--- config.mk ---
export PLATFORM = sky130hd
export DESIGN_NAME = sap1_ctrl
export DESIGN_NICKNAME = d
export VERILOG_FILES = /design/src/rtl/sap1_ctrl.sv
export SDC_FILE = /design/constraint.sdc
export NUM_CORES = 1
export LEC_CHECK = 0
export ABC_AREA = 1
export CAP_MARGIN = 20
export CORE_MARGIN = 10
export CORE_UTILIZATION = 45
export CTS_CLUSTER_SIZE = 14
export DETAILED_ROUTE_END_ITERATION = 8
export PLACE_DENSITY_LB_ADDON = 0.15
export SLEW_MARGIN = 20
export SYNTH_ARGS = -nofsm -noshare
export SYNTH_HDL_FRONTEND = slang
export SYNTH_SLANG_ARGS = --single-unit
--- constraint.sdc ---
create_clock -name clk -period 2.3 [get_ports clk]
set_input_delay 0.345 -clock clk [delete_from_list [all_inputs] [get_ports clk]]
set_output_delay 0.345 -clock clk [all_outputs]
set_load 0.02 [all_outputs]
--- src/rtl/sap1_ctrl.sv ---
// sap1_ctrl - microsequencer for the 8-bit SAP-style datapath.
//
// Runs the fetch/decode/execute T-state sequence and drives one-hot control
// strobes for PC, MAR, RAM, IR, A/B registers, output register and ALU.
// The ALU result is registered inside the ALU, so after a sum/sub strobe the
// sequencer parks in WAIT for ALU_LAT cycles before capturing it in T7.
//
// Optional build macro: SAP1_CTRL_JUMP_EN adds JMP (0x6), JC (0x7) and JZ (0x8).
// Without it those opcodes behave as NOPs, pc_load stays 0 and carry/zero are
// ignored.
//
// Parameters:
//   OP_W     opcode width (IR upper nibble)
//   ALU_LAT  cycles from sum/sub strobe to valid ALU output (0 allowed)
//
// Ports:
//   clk                    system clock, rising edge
//   rst                    asynchronous reset, active-low
//   run                    1 = execute, 0 = stop at next instruction boundary
//   opcode                 IR[7:4], captured on entry to T4
//   carry, zero            ALU flags, captured on entry to T4 (jump build only)
//   pc_out/pc_inc/pc_load  PC drive bus / increment / load from bus
//   mar_load               MAR load from bus
//   ram_out                RAM drive bus
//   ir_load/ir_out         IR load / IR low nibble drive bus
//   a_load/a_out           accumulator load / drive bus
//   b_load                 B register load
//   sum/sub/fi             ALU add, subtract, flag-latch enable
//   alu_out                ALU result drive bus
//   out_load               output register load
//   halted                 HLT executed (sticky until reset)
//
// state | meaning
// IDLE  | stopped, waiting for run
// T1    | PC -> MAR
// T2    | PC increment
// T3    | RAM -> IR
// T4    | decode / first execute step
// T5    | memory operand -> A (LDA) or B (ADD/SUB)
// T6    | ALU sum/sub strobe
// WAIT  | ALU latency hold
// T7    | ALU result -> A, latch flags
// HALT  | HLT executed, sticky

module sap1_ctrl #(
  parameter int OP_W    = 4,
  parameter int ALU_LAT = 2
) (
  input  logic            clk,
  input  logic            rst,
  input  logic            run,
  input  logic [OP_W-1:0] opcode,
  input  logic            carry,
  input  logic            zero,
  output logic            pc_out,
  output logic            pc_inc,
  output logic            pc_load,
  output logic            mar_load,
  output logic            ram_out,
  output logic            ir_load,
  output logic            ir_out,
  output logic            a_load,
  output logic            a_out,
  output logic            b_load,
  output logic            sum,
  output logic            sub,
  output logic            fi,
  output logic            alu_out,
  output logic            out_load,
  output logic            halted
);

  localparam int CNT_W = (ALU_LAT > 0) ? $clog2(ALU_LAT + 1) : 1;
  localparam logic [CNT_W-1:0] LAT_M1 = (ALU_LAT > 0) ? CNT_W'(ALU_LAT - 1) : '0;

  localparam logic [OP_W-1:0] OP_LDA = OP_W'(4'h0);
  localparam logic [OP_W-1:0] OP_ADD = OP_W'(4'h1);
  localparam logic [OP_W-1:0] OP_SUB = OP_W'(4'h2);
  localparam logic [OP_W-1:0] OP_OUT = OP_W'(4'hE);
  localparam logic [OP_W-1:0] OP_HLT = OP_W'(4'hF);

  typedef enum logic [3:0] {
    S_IDLE, S_T1, S_T2, S_T3, S_T4, S_T5, S_T6, S_WAIT, S_T7, S_HALT
  } state_t;

  state_t            r_state;
  state_t            w_next;
  state_t            w_eoi;
  logic [OP_W-1:0]   r_op;
  logic [CNT_W-1:0]  r_cnt;
  logic              w_is_alu;

  always_ff @(posedge clk or negedge rst) begin
    if (!rst) r_state <= S_IDLE;
    else      r_state <= w_next;
  end

  // The opcode is held in a local register so that T4..T7 strobes depend
  // only on registered state, never on the live IR bus.
  always_ff @(posedge clk or negedge rst) begin
    if (!rst)                  r_op <= '0;
    else if (r_state == S_T3)  r_op <= opcode;
  end

  always_ff @(posedge clk or negedge rst) begin
    if (!rst)                                      r_cnt <= '0;
    else if (r_state == S_T6)                      r_cnt <= LAT_M1;
    else if (r_state == S_WAIT && r_cnt != '0)     r_cnt <= r_cnt - CNT_W'(1);
  end

`ifdef SAP1_CTRL_JUMP_EN
  localparam logic [OP_W-1:0] OP_JMP = OP_W'(4'h6);
  localparam logic [OP_W-1:0] OP_JC  = OP_W'(4'h7);
  localparam logic [OP_W-1:0] OP_JZ  = OP_W'(4'h8);

  // Taken/not-taken is resolved with the flags present on entry to T4 so
  // the T4 strobes remain a pure function of registered state.
  logic r_jtake;
  always_ff @(posedge clk or negedge rst) begin
    if (!rst)
      r_jtake <= 1'b0;
    else if (r_state == S_T3)
      r_jtake <= (opcode == OP_JMP) || (opcode == OP_JC && carry) ||
                 (opcode == OP_JZ && zero);
  end
`else
  logic w_unused_flags;
  assign w_unused_flags = carry ^ zero;
`endif

  assign w_is_alu = (r_op == OP_ADD) || (r_op == OP_SUB);
  assign w_eoi    = run ? S_T1 : S_IDLE;

  always_comb begin
    w_next = r_state;
    case (r_state)
      S_IDLE: if (run) w_next = S_T1;
      S_T1:   w_next = S_T2;
      S_T2:   w_next = S_T3;
      S_T3:   w_next = S_T4;
      S_T4: begin
        if (w_is_alu || r_op == OP_LDA) w_next = S_T5;
        else if (r_op == OP_HLT)        w_next = S_HALT;
        else                            w_next = w_eoi;
      end
      S_T5:   w_next = w_is_alu ? S_T6 : w_eoi;
      S_T6:   w_next = (ALU_LAT == 0) ? S_T7 : S_WAIT;
      S_WAIT: if (r_cnt == '0) w_next = S_T7;
      S_T7:   w_next = w_eoi;
      S_HALT: w_next = S_HALT;
      default: w_next = S_IDLE;
    endcase
  end

  always_comb begin
    pc_out   = 1'b0;
    pc_inc   = 1'b0;
    pc_load  = 1'b0;
    mar_load = 1'b0;
    ram_out  = 1'b0;
    ir_load  = 1'b0;
    ir_out   = 1'b0;
    a_load   = 1'b0;
    a_out    = 1'b0;
    b_load   = 1'b0;
    sum      = 1'b0;
    sub      = 1'b0;
    fi       = 1'b0;
    alu_out  = 1'b0;
    out_load = 1'b0;
    halted   = 1'b0;
    case (r_state)
      S_T1: begin
        pc_out   = 1'b1;
        mar_load = 1'b1;
      end
      S_T2: pc_inc = 1'b1;
      S_T3: begin
        ram_out = 1'b1;
        ir_load = 1'b1;
      end
      S_T4: begin
        if (w_is_alu || r_op == OP_LDA) begin
          ir_out   = 1'b1;
          mar_load = 1'b1;
        end else if (r_op == OP_OUT) begin
          a_out    = 1'b1;
          out_load = 1'b1;
        end
`ifdef SAP1_CTRL_JUMP_EN
        else if (r_jtake) begin
          ir_out  = 1'b1;
          pc_load = 1'b1;
        end
`endif
      end
      S_T5: begin
        ram_out = 1'b1;
        a_load  = (r_op == OP_LDA);
        b_load  = w_is_alu;
      end
      S_T6: begin
        sum = (r_op == OP_ADD);
        sub = (r_op == OP_SUB);
      end
      S_T7: begin
        alu_out = 1'b1;
        a_load  = 1'b1;
        fi      = 1'b1;
      end
      S_HALT: halted = 1'b1;
      default: ;
    endcase
  end

endmodule

# Word level (Yosys, flattened, before mapping)
# Cells that the tools add are included.
dict set report totals {
  reg_bits 10
  input_bits 9
  out_inout_bits 16
  elab_cells 54
}
dict set report classes {
  n_addsub 1
  n_eq_ne 15
  n_mux 25
  reduce_logical 10
}
# cell count
set op_table {}
lappend op_table {{one-hot mux 4 bit (10 select lines)} 1}
lappend op_table {{== test 4 x 3 -> 1 bit (second input constant)} 4}
lappend op_table {{== test 4 bit (second input constant)} 4}
lappend op_table {{2-to-1 mux 4 bit} 4}
lappend op_table {{2-to-1 mux 1 bit} 15}
lappend op_table {{== test 4 x 2 -> 1 bit (second input constant)} 3}
lappend op_table {{== test 4 x 1 -> 1 bit (second input constant)} 2}
lappend op_table {{zero test 4 bit} 2}
lappend op_table {{2-to-1 mux 2 bit} 2}
lappend op_table {{one-hot mux 1 bit (2 select lines)} 2}
lappend op_table {{nonzero test 2 bit} 2}
lappend op_table {{2-to-1 mux 3 bit} 1}
lappend op_table {{zero test 2 bit} 1}
lappend op_table {{logical OR 1 bit} 2}
lappend op_table {{!= test 2 x 1 -> 1 bit (second input constant)} 1}
lappend op_table {{!= test 2 bit (second input constant)} 1}
lappend op_table {{AND reduction 2 bit} 1}
lappend op_table {{OR reduction 2 bit} 1}
lappend op_table {{subtractor 2 x 1 -> 2 bit (second input constant)} 1}
lappend op_table {{logical AND 1 bit} 1}

# Logic depth before layout (Yosys ltp)
dict set report logic_depth {
  word_depth 5
  depth_mapped 9
  ltp_nobuf 9
}

# Worst setup path after synthesis
# No wires, ideal clock.
dict set report synth_path {
  path_type {register to output}
  start {reg r_state[3]}
  end {out out_load}
  arrival_time_ns 1.687
  required_ns 1.955
  setup_slack_ns 0.268
  stages_incl_launch_ff 7
  path_buffers 1
  cell_sequence {dfrtp_1 -> inv_1 -> nand2_1 -> inv_1 -> nand2_1 -> nor4_1 -> buf_4}
}
dict set report synth_between {
  elab_chain_len 2
}
# item line_no
set synth_lines {}
lappend synth_lines {{start: declaration} 86} ;# state_t r_state;
lappend synth_lines {{start signal: assignment} 95} ;# else r_state <= w_next;
lappend synth_lines {{== test 4 x 3 -> 1 bit} --}
lappend synth_lines {{2-to-1 mux 1 bit} --}
lappend synth_lines {{end: declaration} 69} ;# output logic out_load,
# No other way between the ends.

# Worst setup path after layout
dict set report layout_path {
  start {reg r_state[3]}
  end {out sum}
}
dict set report layout_between {
  elab_chain_len 2
}
# item line_no
set layout_lines {}
lappend layout_lines {{== test 4 x 3 -> 1 bit} 172} ;# case (r_state)
lappend layout_lines {{2-to-1 mux 1 bit} 172}
lappend layout_lines {{end: declaration} 65} ;# output logic sum,
# No other way between the ends.

==> run metrics <==
H-tree depth=1; most frequent cells in the layout=29 x nand2_1, 21 x inv_1, 16 x clkdlybuf4s50_1; register area share after synthesis=0.3752; Synth Area in Adders=0.01876; share of cells above drive strength 1=0.08661; clk sinks=10; Layout Nets=138; CP Max Fanout=4; post-synth cell types=18; mux cell area share after synthesis=0; core area=1350 sq um; vias in the first global route=637; Syn Nets=about 110; DRT Pass-1 Iters=4; Worst Path Required=1960 ps; Rows=13; Area Overhead vs Synth=38.46%; PwrDens=1163 nW/um^2; Critical R2R Launch=r_state[2]; CP startpoint=r_state[3]; post-DR wirelength/cell=11.51 um; vias=approximately 670; # port buffers=21; post-synthesis xor/xnor area fraction=0; RSZ-0062 raised after global routing=true; grt total ovfl=0; setup ws final=90.46 ps; Synth Area in Compound Gates=0.07129; Placement Cell Area=880.8 sq um; area leader, netlist=dfrtp_1; Via-to-Cell Ratio=4.697; GRT Overall Usage=0.09830; clk_lat worst skew=260 ps; Worst setup SP type=flop; root buf cell=clkbuf_4; ANT nets after route=0; Place WS=around 230 ps; FF-to-FF path depth=8; clk buf depth=2; largest family of logic cells by synthesized area=simple AND/OR/NAND/NOR gates; CTS buffer count=3; P_leak=0.5471 nW; TritonCTS clock tree=yes; Max Cap Viol=0; CP endpoint kind=primary output; share of the synthesized area in the top cell type=0.3752; CTS clock-pin slew for the worst setup and hold paths=60 ps; largest net degree at the start of global routing=11; ANT cells=0; HP Class=input port to async pin; design area=923.4 sq um; Post-Syn Instances=104; Clock Skew=approximately 3.4 ps; outcome=complete, no violations; Top Ports=25; WS Path Type=flop to primary output; Starting Density=0.4940; Die ar.=~3400 sq um; Finish-stage setup viols=0; Slew Limit Fails=0; Peak VDD IR=650.0 uV; Detail Placement HPWL=1428 um; shortest period the worst path allows=2210 ps; commonest non-fill, non-tap cell in the layout=nand2_1; Syn Area/Cell=6.412 sq um; # DRC=0; Simple-Gate Fraction of Synth Area=0.3771; fmax=between 0.4 and 0.5 GHz; DIE WIDTH=58.50 um; top cells by area, synth=dfrtp_1 38%, nand2_1 16%, inv_1 12%, nor2_1 9.0%, nand3_1 5.3%; #FFs+latches synth=10; final wirelength=1634 um; Arr. time, crit path=1860 ps; Setup Fix Bufs, Post-CTS=0; GPL Wtd Cong=0.8712; first-pass GRT wire length=2766 um; DR iter-0 viols=14; die height=58.50 um; initial antenna violation count=0; Post-Syn Area=roughly 670 sq um; Fin. Hold Viols=0; final period utilization=0.9607; number of synthesis warnings=0
registers in the layout, indices dropped and copies added, names as in the netlist:
name     flops
r_op         4
r_state      4
r_cnt        2
power by group:
group,switching [mW],internal [mW]
clock network,0.0572,0.0960
logic,0.369,0.235
registers,0.0659,0.251
layout make-up:
class	count	area, sq um
Fill cell	132	426.7
Multi-Input combinational cell	70	320.3
Sequential cell	10	250.2
Timing Repair Buffer	22	219.0
Inverter	21	78.83
Clock buffer	4	36.28
Tap cell	15	18.77
cell families (layout without fill, tap and decap cells):
logic type / count (synthesis) / in the layout
other cells: 1 / 1
simple gates: 59 / 59
compound gates: 9 / 9
buf+inv: 24 / 47
flops: 10 / 10
fa+ha+maj: 1 / 1
cells in the mapped netlist (all sizes together):
master,instances
nor3,1
ha,1
conb,1
nand4,1
o21ai,6
buf,3
a31oi,1
inv,21
o22ai,1
a21oi,1
nand2,31
dfrtp,10
nor2,18
nor4,1
nand3,7
timing repair:
action,CTS,global route
pin swaps,0,0
resized for setup,3,4
setup endpoints to repair,3,4
hold buffers,0,0
critical path, cell delays in order, from the launching register on:
cell and delay [ps]:
dfrtp_1 380, inv_1 80, nand2_1 130, inv_1 100, nand3_1 160, nor2_1 140
clkdlybuf4s50_1 620
layer usage:
layer  GRT usage  part of all wire  wire length, um  vias to the layer above
met5           0                 0                0                        -
met4     0.04027             0.017               27                        0
met3     0.02790             0.086              140                        4
met2      0.1700              0.46              744                       19
met1      0.1095              0.44              721                      283
li1            -                 -                -                      361
worst paths after layout:
kind | endpoint | slack [ps]
max in group asynchronous | r_cnt[0] | 1590
setup / recovery | sum | 90
hold / removal | r_cnt[1] | 400
min in group clk | r_cnt[0] | 480
setup reg to reg | r_state[0] | 1020
hold reg to reg | r_cnt[0] | 480
through the flow:
stage / utilization / TNS [ps] / total power [mW] / std cells / hold WS [ps]
after global routing: 0.6840 / -38.39 / 1.188 / 142 / 413.9
final: 0.6840 / 0 / 1.074 / 142 / 399.2
after global placement: 0.6525 / 0 / 0.9140 / 138 / 466.7
after CTS: 0.6766 / 0 / 1.081 / 142 / 410.2
after floorplan: - / 0 / 0.7145 / 104 / 49.41
after detailed placement: 0.6525 / 0 / 0.9265 / 138 / 470.4
Note: power is estimated with default switching activity, not from simulation.
